File: src/rtl/nco_sweep_pkg.sv
// Shared types and default widths for the NCO frequency-sweep controller.
package nco_sweep_pkg;

    localparam int APR_DEF    = 30;
    localparam int NPW_DEF    = 16;
    localparam int DWW_DEF    = 24;
    localparam int SETTLE_DEF = 16;

    // Sweep direction encodings (direction input exists only in the bidirectional build).
    localparam logic STEP_UP = 1'b0;
    localparam logic STEP_DN = 1'b1;

    typedef enum logic [2:0] {
        ST_IDLE   = 3'd0,
        ST_SETTLE = 3'd1,
        ST_DWELL  = 3'd2,
        ST_STEP   = 3'd3,
        ST_DONE   = 3'd4
    } sweep_state_e;

endpackage

File: src/rtl/nco_sweep_ctrl_if.sv
// Control/status bundle between the sweep controller and its host/detector.
// NCO_SWEEP_BIDIR_EN adds the sweep-direction input dir_i.
interface nco_sweep_ctrl_if
    import nco_sweep_pkg::*;
#(
    parameter int APR = APR_DEF,
    parameter int NPW = NPW_DEF,
    parameter int DWW = DWW_DEF
) ();

    logic           start_i;
    logic           abort_i;
    logic [APR-1:0] f_start_i;
    logic [APR-1:0] f_step_i;
    logic [NPW-1:0] n_pts_i;
    logic [DWW-1:0] dwell_i;
`ifdef NCO_SWEEP_BIDIR_EN
    logic           dir_i;
`endif
    logic [APR-1:0] phi_inc_o;
    logic           meas_en_o;
    logic           pt_strobe_o;
    logic [NPW-1:0] pt_idx_o;
    logic           busy_o;
    logic           done_o;

    modport master (
        output start_i, abort_i, f_start_i, f_step_i, n_pts_i, dwell_i,
`ifdef NCO_SWEEP_BIDIR_EN
        output dir_i,
`endif
        input  phi_inc_o, meas_en_o, pt_strobe_o, pt_idx_o, busy_o, done_o
    );

    modport slave (
        input  start_i, abort_i, f_start_i, f_step_i, n_pts_i, dwell_i,
`ifdef NCO_SWEEP_BIDIR_EN
        input  dir_i,
`endif
        output phi_inc_o, meas_en_o, pt_strobe_o, pt_idx_o, busy_o, done_o
    );

endinterface

File: src/rtl/nco_sweep_cnt.sv
// Loadable down-counter gated by clken; saturates at zero, tc_o flags zero.
module nco_sweep_cnt #(
    parameter int W = 8
) (
    input  logic         clk,
    input  logic         reset,
    input  logic         clken,
    input  logic         load_i,
    input  logic [W-1:0] load_val_i,
    output logic [W-1:0] cnt_o,
    output logic         tc_o
);

    logic [W-1:0] cnt_q;

    // Load has priority over counting; count stops at zero.
    always_ff @(posedge clk or posedge reset) begin
        if (reset) begin
            cnt_q <= '0;
        end else if (clken) begin
            if (load_i)
                cnt_q <= load_val_i;
            else if (cnt_q != '0)
                cnt_q <= cnt_q - W'(1);
        end
    end

    assign cnt_o = cnt_q;
    assign tc_o  = (cnt_q == '0);

endmodule

File: src/rtl/nco_sweep_ctrl.sv
// NCO frequency-sweep controller: steps the phase increment through n_pts
// points, waits SETTLE cycles per point, then opens a dwell-cycle window.
// Optional build macro NCO_SWEEP_BIDIR_EN enables downward sweeps via dir_i.
//
// state  | meaning
// IDLE   | waiting for start_i
// SETTLE | NCO pipeline settling after an increment change (SETTLE+1 cycles)
// DWELL  | measurement window open, max(dwell,1) cycles
// STEP   | advance phase increment and point index
// DONE   | one-cycle completion pulse
module nco_sweep_ctrl
    import nco_sweep_pkg::*;
#(
    parameter int APR    = APR_DEF,
    parameter int NPW    = NPW_DEF,
    parameter int DWW    = DWW_DEF,
    parameter int SETTLE = SETTLE_DEF
) (
    input  logic             clk,
    input  logic             reset,
    input  logic             clken,
    nco_sweep_ctrl_if.slave  bus
);

    localparam int SW = $clog2(SETTLE + 1);

    sweep_state_e   state_q;
    logic [APR-1:0] phi_q;
    logic [APR-1:0] f_step_q;
    logic [NPW-1:0] n_pts_q;
    logic [NPW-1:0] idx_q;
    logic [DWW-1:0] dwell_q;
    logic           meas_q;
    logic           strobe_q;
    logic           busy_q;
    logic           done_q;
`ifdef NCO_SWEEP_BIDIR_EN
    logic           dir_q;
`endif

    logic           settle_load_d;
    logic           dwell_load_d;
    logic [DWW-1:0] dwell_first_d;
    logic [APR-1:0] phi_next_d;
    logic           last_pt_d;
    logic           settle_tc;
    logic           dwell_tc;
    logic [SW-1:0]  settle_cnt_unused;
    logic [DWW-1:0] dwell_cnt;

    // Counter loads and next-point arithmetic derived from current state.
    always_comb begin
        settle_load_d = ((state_q == ST_IDLE) && bus.start_i && (bus.n_pts_i != '0))
                        || (state_q == ST_STEP);
        dwell_load_d  = (state_q == ST_SETTLE) && settle_tc;
        dwell_first_d = (dwell_q == '0) ? '0 : dwell_q - DWW'(1);
        last_pt_d     = (idx_q == n_pts_q - NPW'(1));
`ifdef NCO_SWEEP_BIDIR_EN
        phi_next_d    = (dir_q == STEP_DN) ? phi_q - f_step_q : phi_q + f_step_q;
`else
        phi_next_d    = phi_q + f_step_q;
`endif
    end

    nco_sweep_cnt #(.W(SW)) u_settle_cnt (
        .clk        (clk),
        .reset      (reset),
        .clken      (clken),
        .load_i     (settle_load_d),
        .load_val_i (SW'(SETTLE)),
        .cnt_o      (settle_cnt_unused),
        .tc_o       (settle_tc)
    );

    nco_sweep_cnt #(.W(DWW)) u_dwell_cnt (
        .clk        (clk),
        .reset      (reset),
        .clken      (clken),
        .load_i     (dwell_load_d),
        .load_val_i (dwell_first_d),
        .cnt_o      (dwell_cnt),
        .tc_o       (dwell_tc)
    );

    // Sweep FSM with registered outputs; abort beats any same-cycle transition.
    always_ff @(posedge clk or posedge reset) begin
        if (reset) begin
            state_q  <= ST_IDLE;
            phi_q    <= '0;
            f_step_q <= '0;
            n_pts_q  <= '0;
            idx_q    <= '0;
            dwell_q  <= '0;
            meas_q   <= 1'b0;
            strobe_q <= 1'b0;
            busy_q   <= 1'b0;
            done_q   <= 1'b0;
`ifdef NCO_SWEEP_BIDIR_EN
            dir_q    <= STEP_UP;
`endif
        end else if (clken) begin
            if ((state_q != ST_IDLE) && bus.abort_i) begin
                state_q  <= ST_IDLE;
                meas_q   <= 1'b0;
                strobe_q <= 1'b0;
                busy_q   <= 1'b0;
                done_q   <= 1'b0;
            end else begin
                case (state_q)
                    ST_IDLE: begin
                        meas_q   <= 1'b0;
                        strobe_q <= 1'b0;
                        done_q   <= 1'b0;
                        if (bus.start_i) begin
                            f_step_q <= bus.f_step_i;
                            n_pts_q  <= bus.n_pts_i;
                            dwell_q  <= bus.dwell_i;
`ifdef NCO_SWEEP_BIDIR_EN
                            dir_q    <= bus.dir_i;
`endif
                            phi_q    <= bus.f_start_i;
                            idx_q    <= '0;
                            if (bus.n_pts_i == '0) begin
                                state_q <= ST_DONE;
                                done_q  <= 1'b1;
                                busy_q  <= 1'b0;
                            end else begin
                                state_q <= ST_SETTLE;
                                busy_q  <= 1'b1;
                            end
                        end
                    end
                    ST_SETTLE: begin
                        if (settle_tc) begin
                            state_q  <= ST_DWELL;
                            meas_q   <= 1'b1;
                            strobe_q <= (dwell_q <= DWW'(1));
                        end
                    end
                    ST_DWELL: begin
                        if (dwell_tc) begin
                            meas_q   <= 1'b0;
                            strobe_q <= 1'b0;
                            if (last_pt_d) begin
                                state_q <= ST_DONE;
                                done_q  <= 1'b1;
                                busy_q  <= 1'b0;
                            end else begin
                                state_q <= ST_STEP;
                            end
                        end else begin
                            strobe_q <= (dwell_cnt == DWW'(1));
                        end
                    end
                    ST_STEP: begin
                        phi_q   <= phi_next_d;
                        idx_q   <= idx_q + NPW'(1);
                        state_q <= ST_SETTLE;
                    end
                    ST_DONE: begin
                        done_q  <= 1'b0;
                        state_q <= ST_IDLE;
                    end
                    default: begin
                        state_q <= ST_IDLE;
                    end
                endcase
            end
        end
    end

    assign bus.phi_inc_o   = phi_q;
    assign bus.meas_en_o   = meas_q;
    assign bus.pt_strobe_o = strobe_q;
    assign bus.pt_idx_o    = idx_q;
    assign bus.busy_o      = busy_q;
    assign bus.done_o      = done_q;

endmodule

File: src/flat_wrapper.sv
// flat-port wrapper written by rule: the top's interface ports become plain ports
module nco_sweep_ctrl_flat import nco_sweep_pkg::*;
#(
    parameter int APR    = APR_DEF,
    parameter int NPW    = NPW_DEF,
    parameter int DWW    = DWW_DEF,
    parameter int SETTLE = SETTLE_DEF
)
  (clk, reset, clken, bus_start_i, bus_abort_i, bus_f_start_i, bus_f_step_i, bus_n_pts_i, bus_dwell_i, bus_phi_inc_o, bus_meas_en_o, bus_pt_strobe_o, bus_pt_idx_o, bus_busy_o, bus_done_o);
  nco_sweep_ctrl_if #(.APR(APR), .NPW(NPW), .DWW(DWW)) bus_i ();
  input  logic clk;
  input  logic reset;
  input  logic clken;
  input wire logic [$bits(bus_i.start_i)-1:0] bus_start_i;
  input wire logic [$bits(bus_i.abort_i)-1:0] bus_abort_i;
  input wire logic [$bits(bus_i.f_start_i)-1:0] bus_f_start_i;
  input wire logic [$bits(bus_i.f_step_i)-1:0] bus_f_step_i;
  input wire logic [$bits(bus_i.n_pts_i)-1:0] bus_n_pts_i;
  input wire logic [$bits(bus_i.dwell_i)-1:0] bus_dwell_i;
  output wire logic [$bits(bus_i.phi_inc_o)-1:0] bus_phi_inc_o;
  output wire logic [$bits(bus_i.meas_en_o)-1:0] bus_meas_en_o;
  output wire logic [$bits(bus_i.pt_strobe_o)-1:0] bus_pt_strobe_o;
  output wire logic [$bits(bus_i.pt_idx_o)-1:0] bus_pt_idx_o;
  output wire logic [$bits(bus_i.busy_o)-1:0] bus_busy_o;
  output wire logic [$bits(bus_i.done_o)-1:0] bus_done_o;
  assign bus_i.start_i = bus_start_i;
  assign bus_i.abort_i = bus_abort_i;
  assign bus_i.f_start_i = bus_f_start_i;
  assign bus_i.f_step_i = bus_f_step_i;
  assign bus_i.n_pts_i = bus_n_pts_i;
  assign bus_i.dwell_i = bus_dwell_i;
  assign bus_phi_inc_o = bus_i.phi_inc_o;
  assign bus_meas_en_o = bus_i.meas_en_o;
  assign bus_pt_strobe_o = bus_i.pt_strobe_o;
  assign bus_pt_idx_o = bus_i.pt_idx_o;
  assign bus_busy_o = bus_i.busy_o;
  assign bus_done_o = bus_i.done_o;
  nco_sweep_ctrl #(.APR(APR), .NPW(NPW), .DWW(DWW), .SETTLE(SETTLE)) u_core (.clk(clk), .reset(reset), .clken(clken), .bus(bus_i));
endmodule
File: config.mk
export PLATFORM = sky130hd
export DESIGN_NAME = nco_sweep_ctrl_flat
export DESIGN_NICKNAME = d
export VERILOG_FILES = /design/src/rtl/nco_sweep_pkg.sv /design/src/rtl/nco_sweep_ctrl_if.sv /design/src/rtl/nco_sweep_cnt.sv /design/src/rtl/nco_sweep_ctrl.sv /design/src/flat_wrapper.sv
export SDC_FILE = /design/constraint.sdc
export NUM_CORES = 1
export LEC_CHECK = 0
export BUFFER_PORTS_ARGS = -buffer_cell sky130_fd_sc_hd__buf_2
export CAP_MARGIN = 15
export CORE_UTILIZATION = 55
export DETAILED_ROUTE_END_ITERATION = 16
export PLACE_DENSITY = 0.85
export SYNTH_ARGS = -nofsm -noshare
export SYNTH_HDL_FRONTEND = slang
export SYNTH_SLANG_ARGS = --single-unit
File: constraint.sdc
create_clock -name clk -period 6.7 [get_ports clk]
set_clock_uncertainty 0.1 [all_clocks]
set_input_delay 1.34 -clock clk [delete_from_list [all_inputs] [get_ports clk]]
set_output_delay 1.34 -clock clk [all_outputs]
set_load 0.01 [all_outputs]
; Word level (Yosys, flattened, before mapping)
; Cells that the tools add are included.
[word_totals]
reg_bits = 152
output_inout_bits = 50
elab_cells = 96
[classes]
n_reduce_logical = 29
mux = 36
n_addsub = 6
eq_ne = 11
bitwise = 1
order_cmp = 1
[op_table]
columns = op, n
row1 = $mux W24, 3
row2 = $pmux W30 S2, 1
row3 = $logic_not A24 Y1, 2
row4 = $sub A24 B1 Y24 const B, 2
row5 = $pmux W16 S2, 1
row6 = $add A30 B30 Y30, 1
row7 = $mux W30, 1
row8 = $eq A24 B1 Y1 const B, 1
row9 = $le A24 B1 Y1 const B, 1
row10 = $reduce_bool A24 Y1, 1
row11 = $reduce_and A4 Y1, 5
row12 = $mux W3, 6
row13 = $add A16 B1 Y16 const B, 1
row14 = $eq A16 B16 Y1, 1
row15 = $logic_not A16 Y1, 1
row16 = $mux W1, 16
row17 = $mux W16, 1
row18 = $reduce_bool A16 Y1, 1
row19 = $sub A16 B1 Y16 const B, 1
row20 = $pmux W3 S4, 1
row21 = $mux W5, 2
row22 = $pmux W1 S3, 3
row23 = $reduce_bool A4 Y1, 2
row24 = $eq A3 B2 Y1 const B, 2
row25 = 19 further kinds, 27

; Depth between registers and ports, before layout
[logic_depth]
depth_word = 6
mapped_depth = 12
mapped_depth_nobuf = 12

; By module
; A second synthesis with hierarchy kept.
[unflattened]
cells_unflattened = 1197
hier_area_um2 = 9818.2
[modules_own_cells]
columns = module, n_inst, area_per_inst_um2, cells_per_inst
row1 = nco_sweep_ctrl, 1, 7773.7, 953
row2 = nco_sweep_cnt (u_core.u_dwell_cnt), 1, 1706.6, 209
row3 = nco_sweep_cnt (u_core.u_settle_cnt), 1, 337.8, 35

; Least setup slack after synthesis
; No wires, ideal clock.
[synth_timing]
kind = input-to-reg
start = in bus_abort_i
end = reg u_core.phi_q[4], in the netlist u_core.bus.phi_inc_o[4]
arrival_time_ps = 2805
required_time_ps = 6518
setup_slack_ps = 3713
path_stages = 8
cell_sequence = nor2b_1 -> a22o_1 -> and3b_1 -> clkbuf_1 -> clkbuf_1 -> clkbuf_1 -> nor2_1 -> a31oi_1
[synth_between]
elab_chain_len = 3
[synth_rtl]
columns = item, line
row1 = "start, declared", flat_wrapper.sv:15  ; input wire logic [$bits(bus_i.abort_i)-1:0] bus_abort_i;
row2 = $logic_and A1 B1 Y1, nco_sweep_ctrl.sv:102  ; if ((state_q != ST_IDLE) && bus.abort_i) begin
row3 = $not A1 Y1 (no line), n/a
row4 = $reduce_and A4 Y1 (no line), n/a
row5 = "end signal, assigned", nco_sweep_ctrl.sv:121  ; phi_q <= bus.f_start_i;
row6 = "end signal, assigned", nco_sweep_ctrl.sv:156  ; phi_q <= phi_next_d;
row7 = "end, declared", nco_sweep_ctrl.sv:28  ; logic [APR-1:0] phi_q;
; No other way between the ends.
; A chain may end at the register's enable or synchronous reset.

; Worst setup path in the final report
[layout_timing]
start = reg u_core.u_dwell_cnt.cnt_q[2], in the netlist u_core.u_dwell_cnt.cnt_o[2]
end = reg u_core.u_dwell_cnt.cnt_q[23], in the netlist u_core.u_dwell_cnt.cnt_o[23]
[layout_between]
elab_chain_len = 3
[layout_rtl]
columns = item, line
row1 = "start, declared", nco_sweep_cnt.sv:14  ; logic [W-1:0] cnt_q;
row2 = "start signal, assigned", nco_sweep_cnt.sv:22  ; cnt_q <= load_val_i;
row3 = "start signal, assigned", nco_sweep_cnt.sv:24  ; cnt_q <= cnt_q - W'(1);
row4 = $sub A24 B1 Y24 or $reduce_bool A24 Y1 (tied branches), "nco_sweep_cnt.sv:24, nco_sweep_cnt.sv:23"
row5 = $mux W24 or $reduce_bool A2 Y1 (tied branches), n/a
row6 = $mux W24 or $reduce_and A2 Y1 (tied branches), n/a
; Several ways; a longest one is shown, not always the timed one. The select of a mux whose other input is x is not followed.

==> impl_metrics.tcl <==
set metrics [dict create \
    swShare_pct 42.03 \
    synth_top_area_share_pct 40.83 \
    grt_pass1_vias 8158 \
    numPortBuffers 154 \
    syn_inst 1014 \
    ys.flop_type "dfrtp_1" \
    place_congestion 0.8999 \
    mostFrequentLayoutCells "buf_2 (154), dfrtp_1 (152), nor2_1 (110), o21ai_0 (82), nand2_1 (82)" \
    power_density_mw_per_mm2 494.2 \
    fin_setup_tns_ps 0 \
    grt_max_degree 101 \
    clk_latency_ps 430 \
    power_frac_clock_pct 18.8 \
    startpoint_type "flip-flop" \
    globalRouteOverflowTotal 0 \
    die_h_um 132.1 \
    rsz0062_at_grt "false" \
    avgSynthCellArea_sq_um 9.187 \
    rows 47 \
    clkSinkCount 152 \
    nNetsFinal 1294 \
    floorplan.core_area_sq_mm 0.01658 \
    cts_tree "yes" \
    syn_to_final_growth_pct 16.67 \
    yosysUniqueCellTypes 70 \
    maxCapViolations 0 \
    synthesis.area_sq_mm 0.009315 \
    path_class "reg2reg" \
    dieArea_sq_mm 0.01746 \
    grt_use_total_pct 28.77 \
    numCtsBuffers 17 \
    antenna_found_initial 1 \
    post_cts_buffers 0 \
    synth-edff-count 0 \
    crit_path_end_kind "flip-flop" \
    max-slew-margin-rel_pct 31.39 \
    setup_violations 0 \
    status "finished clean" \
    ctsLongestPathBuffers 2 \
    cts_max_level 4 \
    ant_nets 0 \
    power_leakage_nw 4.890 \
    fin_crit_sh_pct 52.84 \
    fmax_ghz 0.2825 \
    dp_cells 1351 \
    fin_crit_ps 3540 \
    ir_drop_uv 306.9 \
    hold_buffers 0 \
    yosysWarnings 0 \
    cts.clk_slew.worst_paths_ps 60 \
    p_switching_mw 2.257 \
    slew_violations 0 \
    synthAdderAreaFrac_pct 5.319 \
    drt_pass1_iterations 5 \
    synth-compound-area-share_pct 17.19 \
    viasPerCell 6.113 \
    die_w_um 132.1 \
    grt_pass1_wl_um 40170 \
    synth_mux_area_share_pct 8.623 \
    synth_area_leader_cell "dfrtp_1" \
    final_util_pct 65.53 \
    async_flop_share_pct 100.0 \
    ys_seq_area_share_pct 40.83 \
    comb_power_share_pct 48.7 \
    yosys-top-cells-area "dfrtp_1 (41%), mux2_2 (8.0%), ha_1 (5.1%)" \
    synthXorXnorAreaFrac_pct 6.488 \
    critical_path_arrival_ps 3770 \
    io_pins 155 \
    intPower_mw 3.114 \
    routedWlPerCell_um 17.67 \
    wirelength_um 24430 \
    synth_fp_nets 1158 \
    drive_gt1_share_pct 23.24 \
    drtIter0Drc 717 \
    worstMarginPinSlew_ps 1027 \
    dp.final_hpwl_um 17000 \
    final_common_cell "buf_2" \
    synth_top_family_by_area "simple AND/OR/NAND/NOR gates" \
    num_antenna_cells 0 \
    cts-root-buf "clkbuf_16" \
    start_util_pct 56.17 \
    hold_class "reg2reg" \
    ys_seq_elements 152 \
    cts_resized 0 \
    synthSimpleGateAreaFrac_pct 19.09 \
    layout.cells.non_filler 1382 \
    hold_viol 0 \
    drc 0 \
    critPathMaxFanout 36 \
    vias 8448 \
    cp.required_ps 6930 \
    power_frac_seq_pct 32.4 \
]
==> sequential cells by signal (all words and copies together), names as in the netlist <==
| signal | cells |
|---|---|
| u_core.bus.done_o | 1 |
| u_core.u_dwell_cnt.cnt_o | 24 |
| u_core.bus.meas_en_o | 1 |
| u_core.f_step_q | 30 |
| u_core.dwell_q | 24 |
| u_core.bus.pt_strobe_o | 1 |
| u_core.bus.phi_inc_o | 30 |
| u_core.bus.busy_o | 1 |
| u_core.n_pts_q | 16 |
| u_core.state_q | 3 |
| u_core.u_settle_cnt.cnt_o | 5 |
| u_core.bus.pt_idx_o | 16 |
==> cells by family after synthesis <==
kind of cell / count (synthesis)
flip-flops: 152
AND/OR/NAND/NOR: 362
AO/OA/AOI/OAI: 260
adder cells (fa/ha/maj): 39
XOR/XNOR: 69
multiplexers: 72
buffers and inverters: 60
==> final timing paths <==
kind	start	to	slack, ps	depth (start not counted)
worst max-delay path	u_core.u_dwell_cnt.cnt_o[2]$_DFFE_PP0P_	u_core.u_dwell_cnt.cnt_o[23]$_DFFE_PP0P_	3160	8
worst min-delay path	u_core.bus.done_o$_DFFE_PP0P_	u_core.bus.done_o$_DFFE_PP0P_	410	2
worst min register to register	u_core.bus.done_o$_DFFE_PP0P_	u_core.bus.done_o$_DFFE_PP0P_	410	2
worst max register to register	u_core.u_dwell_cnt.cnt_o[2]$_DFFE_PP0P_	u_core.u_dwell_cnt.cnt_o[23]$_DFFE_PP0P_	3160	8
max in group asynchronous	reset	u_core.bus.phi_inc_o[21]$_DFFE_PP0P_	4290	3
min in group asynchronous	reset	u_core.f_step_q[13]$_DFFE_PP0P_	1010	2
==> synthesized netlist by cell type, types with 3 or more instances <==
| master | number |
|---|---|
| and3_1 | 20 |
| o21a_1 | 11 |
| a32oi_1 | 4 |
| a21boi_0 | 3 |
| nor4_1 | 13 |
| o221ai_1 | 3 |
| ha_1 | 38 |
| nor2_1 | 110 |
| a211oi_1 | 9 |
| a221oi_1 | 3 |
| or4_1 | 3 |
| clkbuf_1 | 36 |
| mux2i_1 | 6 |
| inv_1 | 17 |
| o21ai_0 | 82 |
| o31ai_1 | 3 |
| a21oi_1 | 70 |
| a21o_1 | 15 |
| a31oi_1 | 14 |
| o211ai_1 | 6 |
| xor2_1 | 38 |
| nand3_1 | 32 |
| nor3_1 | 42 |
| a22o_1 | 6 |
| nor2b_1 | 5 |
| mux2_2 | 66 |
| nand3b_1 | 5 |
| xnor2_1 | 31 |
| nand2_1 | 82 |
| o22ai_1 | 5 |
| nand2b_1 | 4 |
| a22oi_1 | 6 |
| and2_1 | 5 |
| buf_1 | 4 |
| nand4_1 | 8 |
| dfrtp_1 | 152 |
| or3_1 | 13 |
| nor3b_1 | 3 |
==> metal layers <==
metal  share of wire, %  up-vias  wire length [um]  GRT usage (%)
met2                 48      356             11620          46.12
li1                   -     3968                 -              -
met1                 43     4072             10570          38.68
met3                6.8       50              1649          5.190
met5              0.053        -                13              0
met4                2.4        2               577          11.56
==> cell type report <==
class	instances	area (sq um)
Clock buffer	24	501.7
Clock inverter	7	115.1
Fill cell	1356	5715
Inverter	17	68.82
Multi-Input combinational cell	802	5288
Sequential cell	152	3804
Tap cell	220	275.3
Timing Repair Buffer	160	815.8
==> metrics by stage <==
stage	hold slack (ps)	power, mW	instance area [sq um]	setup slack, ps
after floorplan	363.3	3.630	9315	1167
after global placement	384.2	4.184	10250	3322
after detailed placement	393.6	4.293	10250	3247
after CTS	413.2	5.341	10870	3267
after global routing	432.6	5.753	10870	2937
final	406.1	5.371	10870	3160
==> power by group through the flow <==
stage	logic (mW)	registers [mW]	clock network, mW
floorplan	1.98	1.65	0
global placement	2.45	1.73	0
detailed placement	2.55	1.74	0
CTS	2.59	1.73	1.02
global route	2.90	1.79	1.06
finish	2.62	1.74	1.01
==> worst max-delay path, stage by stage (launching register included) <==
cell,delay (ps)
dfrtp_1,440
nor4_1,740
nand2_1,360
nor2_4,300
and3_4,250
nand2_1,70
nand2_1,760
o21ai_0,280
o21ai_1,140
Power figures use the tool's default switching activity.
